## config.mk

```make
export PLATFORM = sky130hd
export DESIGN_NAME = collision_monitor
export DESIGN_NICKNAME = d
export VERILOG_FILES = /design/src/rtl/collision_monitor.sv
export SDC_FILE = /design/constraint.sdc
export NUM_CORES = 1
export LEC_CHECK = 0
export ABC_CLOCK_PERIOD_IN_PS = 2100
export CORE_MARGIN = 8
export CORE_UTILIZATION = 46
export DETAILED_ROUTE_END_ITERATION = 12
export PLACE_DENSITY = 0.8
export SLEW_MARGIN = 20
export SYNTH_ARGS = -nofsm -noshare
export SYNTH_HDL_FRONTEND = slang
export SYNTH_SLANG_ARGS = --single-unit
```

## constraint.sdc

```tcl
create_clock -name clk -period 2.1 [get_ports clk]
set_input_delay 0.63 -clock clk [delete_from_list [all_inputs] [get_ports clk]]
set_output_delay 0.63 -clock clk [all_outputs]
set_load 0.03 [all_outputs]
```

## src/rtl/collision_monitor.sv

```systemverilog
// Per-frame player/obstacle overlap detection driving lives, score and the idle/play/grace/over game FSM.
// Define COLLISION_GRACE_EN to build the post-hit GRACE invulnerability window; without it a non-fatal hit returns straight to PLAY.
module collision_monitor #(
    parameter int PLAYER_X     = 100,
    parameter int PLAYER_W     = 20,
    parameter int OBST_W       = 15,
    parameter int OBST_H       = 30,
    parameter int LIVES        = 3,
    parameter int GRACE_FRAMES = 30
) (
    input  logic        clk,
    input  logic        reset,
    input  logic        frame_tick,
    input  logic        start,
    input  logic [9:0]  jump_height,
    input  logic [9:0]  obstacle_x,
    input  logic        obstacle_valid,
    output logic        hit,
    output logic [2:0]  lives,
    output logic [13:0] score,
    output logic        playing,
    output logic        game_over
);

    if (LIVES < 1 || LIVES > 7 || GRACE_FRAMES < 1 || GRACE_FRAMES > 255) begin : g_param_check
        $error("collision_monitor: LIVES or GRACE_FRAMES out of range");
    end

    typedef enum logic [1:0] {S_IDLE, S_PLAY, S_GRACE, S_OVER} state_t;

    localparam logic [10:0] P_LEFT     = 11'(PLAYER_X);
    localparam logic [10:0] P_RIGHT    = 11'(PLAYER_X + PLAYER_W);
    localparam logic [10:0] O_WIDTH    = 11'(OBST_W);
    localparam logic [9:0]  O_HEIGHT   = 10'(OBST_H);
    localparam logic [2:0]  LIVES_INIT = 3'(LIVES);
    localparam logic [13:0] SCORE_MAX  = 14'd9999;

    function automatic logic [13:0] sat_inc(input logic [13:0] v);
        return (v >= SCORE_MAX) ? SCORE_MAX : v + 14'd1;
    endfunction

    state_t      state_q, state_d;
    logic        hit_q, hit_d;
    logic [2:0]  lives_q, lives_d;
    logic [13:0] score_q, score_d;
    logic        hit_seen_q, hit_seen_d;
    logic        scored_q, scored_d;
    logic        playing_q, playing_d;
    logic        game_over_q, game_over_d;
`ifdef COLLISION_GRACE_EN
    localparam logic [7:0] GRACE_LAST = 8'(GRACE_FRAMES - 1);
    logic [7:0]  grace_cnt_q, grace_cnt_d;
`endif

    // Geometry in 11 bits so obstacle_x + OBST_W cannot wrap.
    logic [10:0] obst_l, obst_r;
    logic        collide, passed, respawn;

    assign obst_l  = {1'b0, obstacle_x};
    assign obst_r  = obst_l + O_WIDTH;
    assign collide = obstacle_valid && (obst_l < P_RIGHT) && (obst_r > P_LEFT)
                     && (jump_height < O_HEIGHT);
    assign passed  = obstacle_valid && (obst_r <= P_LEFT);
    assign respawn = !obstacle_valid || (obst_l >= P_RIGHT);

    always_comb begin
        state_d    = state_q;
        hit_d      = 1'b0;
        lives_d    = lives_q;
        score_d    = score_q;
        hit_seen_d = hit_seen_q;
        scored_d   = scored_q;
`ifdef COLLISION_GRACE_EN
        grace_cnt_d = grace_cnt_q;
`endif
        case (state_q)
            S_IDLE, S_OVER: begin
                if (start) begin
                    state_d    = S_PLAY;
                    lives_d    = LIVES_INIT;
                    score_d    = '0;
                    hit_seen_d = 1'b0;
                    scored_d   = 1'b0;
`ifdef COLLISION_GRACE_EN
                    grace_cnt_d = '0;
`endif
                end
            end
            S_PLAY, S_GRACE: begin
                if (frame_tick) begin
                    if (respawn) begin
                        hit_seen_d = 1'b0;
                        scored_d   = 1'b0;
                    end
                    // Collisions only count in PLAY; a collided obstacle can never score.
                    if (state_q == S_PLAY && collide && !hit_seen_q) begin
                        hit_d      = 1'b1;
                        hit_seen_d = 1'b1;
                        lives_d    = (lives_q != 3'd0) ? lives_q - 3'd1 : 3'd0;
                        if (lives_d == 3'd0) state_d = S_OVER;
`ifdef COLLISION_GRACE_EN
                        else begin
                            state_d     = S_GRACE;
                            grace_cnt_d = '0;
                        end
`endif
                    end else if (passed && !hit_seen_q && !scored_q) begin
                        score_d  = sat_inc(score_q);
                        scored_d = 1'b1;
                    end
`ifdef COLLISION_GRACE_EN
                    if (state_q == S_GRACE) begin
                        if (grace_cnt_q == GRACE_LAST) state_d = S_PLAY;
                        else grace_cnt_d = grace_cnt_q + 8'd1;
                    end
`endif
                end
            end
            default: state_d = S_IDLE;
        endcase
        playing_d   = (state_d == S_PLAY) || (state_d == S_GRACE);
        game_over_d = (state_d == S_OVER);
    end

    always_ff @(posedge clk or posedge reset) begin
        if (reset) begin
            state_q     <= S_IDLE;
            hit_q       <= 1'b0;
            lives_q     <= LIVES_INIT;
            score_q     <= '0;
            hit_seen_q  <= 1'b0;
            scored_q    <= 1'b0;
            playing_q   <= 1'b0;
            game_over_q <= 1'b0;
`ifdef COLLISION_GRACE_EN
            grace_cnt_q <= '0;
`endif
        end else begin
            state_q     <= state_d;
            hit_q       <= hit_d;
            lives_q     <= lives_d;
            score_q     <= score_d;
            hit_seen_q  <= hit_seen_d;
            scored_q    <= scored_d;
            playing_q   <= playing_d;
            game_over_q <= game_over_d;
`ifdef COLLISION_GRACE_EN
            grace_cnt_q <= grace_cnt_d;
`endif
        end
    end

    assign hit       = hit_q;
    assign lives     = lives_q;
    assign score     = score_q;
    assign playing   = playing_q;
    assign game_over = game_over_q;

endmodule

```

==> metrics.csv, run 1 <==
stage,metric,value,unit
run_status,status,"finished, final reports clean",
layout,multi_input_area,792,um^2
grt,grt_pass1_vias,1461,
floorplanning,initial_core_util,0.472,
pwr,power_switching,0.351,mW
floorplanning,ioPinCount,45,
pwr,leakagePower,0.933,nW
timing,post-route-period-util,0.999,
pwr,pwr-share-clk,0.284,
drt,wire_per_inst,16.7,um
critical_path,worstSetupEndpointType,flip-flop,
timing,setup_viol,0,
layout,nets,256,
drt,drtIter0Drc,109,
place,dp_slack,-0.463,ns
clock_tree,worstSkewPairLatency,0.32,ns
clock_tree,clkTransAtPathRegs,0.13,ns
logic_synthesis,synth_xor_area_frac,0,
grt,grt-ovfl-total,0,
grt,grt_pass1_wl,6.80,mm
clock_tree,clockBufferDepth,2,
pwr,internal-power,0.822,mW
grt,grt_max_degree,25,
critical_path,worst-path-buf-inv,1,
logic_synthesis,synth-simple-area-share,0.278,
layout,area_delta_synth_final,47.8,%
logic_synthesis,syn_inst,164,
pwr,p_total,1.17,mW
pwr,share_seq_of_total_power,0.455,
pwr,p_sw_frac,0.299,
drt,totalWireLength,4.34,mm
pwr,power.density,560,nW/um^2
clock_tree,cts-root-buf,clkbuf_4,
logic_synthesis,synth_compound_area_frac,0.228,
layout,seqCellArea,603,um^2
critical_path,worstSetupPathType,in -> reg,
logic_synthesis,synthMuxAreaShare,0,
logic_synthesis,yosysSeqAreaShare,0.426,
timing,holdWs,0.539,ns
clock_tree,cts_tree,yes,
timing,hold_violations,0,
drt,vias,1471,
grt,track_usage,0.162,
place,dp_cells,255,
logic_synthesis,yosysUniqueCellTypes,43,
timing,fmaxAchievable,0.477,GHz
logic_synthesis,synth_top_family_by_area,simple AND/OR/NAND/NOR gates,
logic_synthesis,yosys_warnings,0,
critical_path,cp_data_required_time,2.31,ns
timing,tightest_slew,0.440,ns
min_path,hold_path_class,reg -> reg,
floorplanning,coreArea,3000,um^2
place,gp_congestion,0.854,
pwr,combPwrFrac,0.261,
clock_tree,h-tree-depth,1,
drt,antenna_left,0,
layout,drive_gt1_frac,0.181,
timing,relSlewSlack,0.704,
timing,finalWorstSetupSlack,0.00265,ns
floorplanning,die_w,71.5,um
timing,period_needed,2.10,ns
clock_tree,numCtsBuffers,3,
critical_path,path_cells,clkdlybuf4s50_1 > nor4_2 > nand4_1 > nor3_2 > and2_4 > a22o_1 > ha_1,
critical_path,crit_family,simple AND/OR/NAND/NOR gates,
pwr,vdd_drop_max,0.433,mV
drt,firstDrtPassIters,4,
logic_synthesis,ys_ff_latch,24,
min_path,min_path_cells,1,
place,numPortBuffers,42,
critical_path,crit_path_max_incr_delay,0.42,ns
drt,route.detailed.drc,0,
grt,antenna_found_initial,0,
logic_synthesis,syn_area,1420,um^2
timing,slew_viol_final,0,
layout,num_antenna_cells,0,
floorplanning,die_area,5110,um^2
critical_path,reg2reg_depth,6,
layout,nFillCells,261,
clock_tree,clock_sinks,24,
critical_path,worst_path_max_delay_cell,clkdlybuf4s50_1,
critical_path,startpoint_type,input pin,
critical_path,crit_cells,7,
critical_path,worstPathMaxFanout,2,
layout,layoutNonFillerInstCount,260,
run,drv_cap,0,
floorplanning,die-height,71.5,um
logic_synthesis,avgSynthCellArea,8.64,um^2
place,hpwl,3.24,mm
logic_synthesis,synthAdderAreaFrac,0.0265,
floorplanning,rows,20,
critical_path,arrival,2.31,ns
drt,viasPerCell,5.66,
timing,finClkSkew,0.00862,ns
logic_synthesis,synth_nets,192,
-- repair_timing --
item                                    CTS  global route
hold buffers                              0             0
resized for setup                        19            10
buffers inserted                          0             1
pin swaps                                 1             3
endpoints found under the setup margin   27             5
-- cell families after synthesis --
| group | Yosys count |
|---|---|
| flip-flops | 24 |
| AND/OR/NAND/NOR | 75 |
| AO/OA/AOI/OAI | 47 |
| buffers and inverters | 15 |
| adder cells (fa/ha/maj) | 3 |
-- power groups by stage --
stage          sequential (mW)  clock, mW  combinational [mW]
6_report                 0.533      0.333               0.305
5_1_grt                  0.537      0.360               0.334
4_1_cts                  0.533      0.347               0.300
3_5_place_dp             0.542          0               0.318
3_3_place_gp             0.539          0               0.310
2_1_floorplan            0.591          0               0.105
-- synthesized netlist by cell type (all sizes together) --
cell type	n	share of area
and4	1	0.0062
ha	3	0.027
or2	1	0.0062
o31ai	1	0.0053
a21oi	9	0.032
o31a	1	0.0062
a22oi	1	0.0053
and2	3	0.013
dfrtp	22	0.39
and3	1	0.0044
a311oi	2	0.012
a22o	2	0.012
buf	1	0.0035
a211o	2	0.012
o21ai	18	0.064
nor3b	3	0.019
clkbuf	4	0.011
nand3	10	0.035
o211ai	1	0.0053
nor3	5	0.018
nor2b	3	0.013
o21a	1	0.0053
a41oi	2	0.012
dfstp	2	0.037
a31o	1	0.0062
nand2	16	0.042
nor4	3	0.018
nand2b	3	0.013
o22ai	1	0.0044
nand4	3	0.013
a31oi	2	0.0088
a2111oi	1	0.019
inv	10	0.027
or3	5	0.022
o2111ai	1	0.011
and3b	1	0.0062
nor2	16	0.042
and2b	1	0.0053
o32ai	1	0.0062
-- final timing paths --
kind,from,end,slack (ns)
worst max register to register,score[1]$_DFFE_PP0P_,score[7]$_DFFE_PP0P_,0.17
worst min-delay path,state_q[0]$_DFF_PP0_,state_q[0]$_DFF_PP0_,0.54
worst min register to register,state_q[0]$_DFF_PP0_,state_q[0]$_DFF_PP0_,0.54
max in group asynchronous,reset,lives[0]$_DFFE_PP1P_,1.16
min in group asynchronous,reset,score[2]$_DFFE_PP0P_,0.64
worst max-delay path,jump_height[9],playing$_DFF_PP0_,0.003
-- cell usage in the layout, fill, tap and decap left out, drive strengths merged, types with 2 or more instances in the layout --
cell type / count
a211o: 2
a21oi: 9
a22o: 2
a311oi: 2
a31oi: 2
a41oi: 2
and2: 3
buf: 22
clkbuf: 3
clkdlybuf4s50: 21
dfrtp: 22
dfstp: 2
dlygate4sd2: 19
dlymetal6s2s: 2
ha: 3
inv: 10
nand2: 16
nand2b: 3
nand3: 10
nand4: 3
nor2: 16
nor2b: 3
nor3: 5
nor3b: 3
nor4: 3
o21ai: 18
or3: 5
-- per-layer routing --
layer	up-vias	GRT usage	routed length (um)
met4	0	0.0454	31
met1	707	0.200	1860
li1	724	-	-
met2	36	0.272	2230
met3	4	0.0404	223
met5	-	0	0
-- layout make-up --
cell class | instances | share of cell area
multi-input cells | 125 | 0.378
flip-flops and latches | 24 | 0.288
repair buffers | 64 | 0.271
well taps | 33 | 0.0197
inverters | 10 | 0.0179
clock inverters | 1 | 0.0143
clock buffers | 3 | 0.0108
-- stage by stage --
stage | cell area (um^2) | util | setup TNS, ns
floorplan | 1420 | - | 0
global placement | 2010 | 0.671 | -6.19
detailed placement | 2010 | 0.671 | -7.32
CTS | 2040 | 0.680 | 0
global route | 2090 | 0.697 | -0.0298
finish | 2090 | 0.697 | 0
-- sequential cells by signal, summed over array words and instances, names as in the netlist --
| name | count |
|---|---|
| scored_q | 1 |
| lives | 3 |
| playing | 1 |
| score | 14 |
| state_q | 2 |
| hit_seen_q | 1 |
| game_over | 1 |
| hit | 1 |
Note: power is estimated with default switching activity, not from simulation.
==> inputs of run 2 (changes only) <==
--- a/config.mk
+++ b/config.mk
@@ -6,10 +6,10 @@
 export NUM_CORES = 1
 export LEC_CHECK = 0
 export ABC_CLOCK_PERIOD_IN_PS = 2100
-export CORE_MARGIN = 8
-export CORE_UTILIZATION = 46
+export CORE_MARGIN = 1.5
+export CORE_UTILIZATION = 45
 export DETAILED_ROUTE_END_ITERATION = 12
-export PLACE_DENSITY = 0.8
+export PLACE_DENSITY = 0.79
 export SLEW_MARGIN = 20
 export SYNTH_ARGS = -nofsm -noshare
 export SYNTH_HDL_FRONTEND = slang
==> run 2 against run 1 <==
Final area is 0.36% lower. Largest power group unchanged. Die area shrank 32%. Via count up 3.6%. Clock skew is 0.0047 ns lower. Highest routed layer unchanged.
==> metrics.csv, run 2 (synthesis gave the netlist of run 1 again) <==
stage,metric,value,unit
floorplanning,rows,20,
drt,wire_per_inst,15.0,um
timing,fmaxAchievable,0.481,GHz
layout,final_common_cell,dfrtp_1,
place,place_area,2020,um^2
pwr,p_sw_frac,0.307,
pwr,power.density,568,nW/um^2
critical_path,r2r_slack,0.04,ns
clock_tree,cts_tree,yes,
clock_tree,hold_buffers,0,
grt,track_usage,0.245,
grt,grt_max_degree,16,
timing,tns,0,ns
clock_tree,cts-root-buf,clkbuf_4,
pwr,share_seq_of_total_power,0.454,
layout,area_delta_synth_final,47.3,%
layout,final_cell_mix,"dfrtp_1, clkdlybuf4s50_1, buf_4",
drt,totalWireLength,4.04,mm
pwr,leakagePower,0.925,nW
clock_tree,clockBufferDepth,2,
timing,tightest_slew,0.422,ns
timing,finalWorstSetupSlack,0.0231,ns
pwr,power_switching,0.363,mW
drt,vias,1524,
pwr,combPwrFrac,0.252,
critical_path,crit_path_max_incr_delay,0.41,ns
grt,grt-ovfl-total,0,
timing,finClkSkew,0.00392,ns
critical_path,worstPathMaxFanout,2,
timing,relSlewSlack,0.718,
drt,antenna_left,0,
timing,rsz0062_at_grt,yes,
clock_tree,h-tree-depth,1,
timing,period_needed,2.08,ns
critical_path,cp_data_required_time,2.33,ns
place,gp_congestion,0.830,
layout,nets,255,
floorplanning,die_w,59.1,um
layout,final_area,2090,um^2
critical_path,worstSetupEndpointType,flip-flop,
critical_path,startpoint_type,input pin,
place,dp_slack,-0.495,ns
floorplanning,die-height,59.1,um
timing,hold_violations,0,
grt,antenna_found_initial,0,
drt,route.detailed.drc,0,
place,hpwl,3.05,mm
pwr,pwr-share-clk,0.294,
clock_tree,clock_sinks,24,
layout,num_antenna_cells,0,
run,drv_cap,0,
grt,grt_pass1_wl,6.49,mm
place,numPortBuffers,42,
layout,fin_util,0.689,
drt,firstDrtPassIters,4,
critical_path,worstSetupPathType,in -> reg,
drt,drtIter0Drc,72,
layout,largest_reg_flops,14,
run_status,status,"finished, final reports clean",
clock_tree,numCtsBuffers,3,
drt,viasPerCell,5.64,
floorplanning,coreArea,3030,um^2
floorplanning,initial_core_util,0.468,
timing,slew_viol_final,0,
timing,setup_viol,0,
floorplanning,ioPinCount,45,
floorplanning,die_area,3490,um^2
clock_tree,clkTransAtPathRegs,0.14,ns
timing,post-route-period-util,0.989,
layout,drive_gt1_frac,0.164,
min_path,hold_path_class,in -> async,
pwr,vdd_drop_max,0.305,mV
clock_tree,worstSkewPairLatency,0.33,ns
critical_path,path_cells,clkdlybuf4s50_1 > nor4_2 > nand4_1 > nor3_2 > and2_4 > a22o_1 > ha_1,
critical_path,worst_path_max_delay_cell,clkdlybuf4s50_1,
pwr,internal-power,0.821,mW
grt,grt_pass1_vias,1483,
critical_path,arrival,2.31,ns
[run 2: stage by stage]
stage | std cells | hold WS (ns) | power [mW]
3_3_place_gp | 265 | 0.490 | 0.846
6_report | 270 | 0.562 | 1.18
5_1_grt | 270 | 0.586 | 1.23
3_5_place_dp | 265 | 0.524 | 0.861
4_1_cts | 269 | 0.555 | 1.18
2_1_floorplan | 164 | 0.468 | 0.696
[run 2: power groups by stage]
stage                     clock [mW]  combinational (mW)  sequential, mW
after detailed placement           0               0.315           0.547
after global routing           0.364               0.323           0.544
after CTS                      0.346               0.298           0.537
after global placement             0               0.305           0.542
after floorplan                    0               0.105           0.591
final                          0.349               0.298           0.538
[run 2: cell type report]
type                       instances  area [um^2]
clock buffer                       3         22.5
clock inverter                     1         30.0
fill                             266          942
inverter                          10         37.5
multi-input combinational        125          778
sequential                        24          603
tap                               44         55.1
timing repair buffer              63          559
[run 2: worst paths after layout]
kind                                      start                endpoint  cells past startpoint
setup / recovery                 jump_height[8]       playing$_DFF_PP0_                      7
hold / removal                            reset  hit_seen_q$_DFFE_PP0P_                      2
setup reg to reg           score[5]$_DFFE_PP0P_    score[6]$_DFFE_PP0P_                      6
hold reg to reg            state_q[1]$_DFF_PP0_    state_q[1]$_DFF_PP0_                      1
max in group asynchronous                 reset    score[4]$_DFFE_PP0P_                      3
min in group clk           state_q[1]$_DFF_PP0_    state_q[1]$_DFF_PP0_                      1
[run 2: timing repair]
item,CTS,global route
endpoints found under the setup margin,29,6
pin swaps,2,3
setup buffers,0,1
resized for setup,19,8
[run 2: per-layer routing]
layer  GRT usage  vias to the layer above  part of all wire  wire (um)
li1            -                      727                 -          -
met1       0.292                      720              0.41       1670
met2       0.432                       72              0.50       2000
met3      0.0611                        5             0.082        332
met4      0.0779                        0            0.0092         37
met5           0                        -                 0          0
[run 2: worst max-delay path: cells and delay by family]
family	cells	cell delay (ns)
compound gates	1	0.12
simple gates	4	0.92
fa+ha+maj	1	0.22
buf+inv	1	0.41
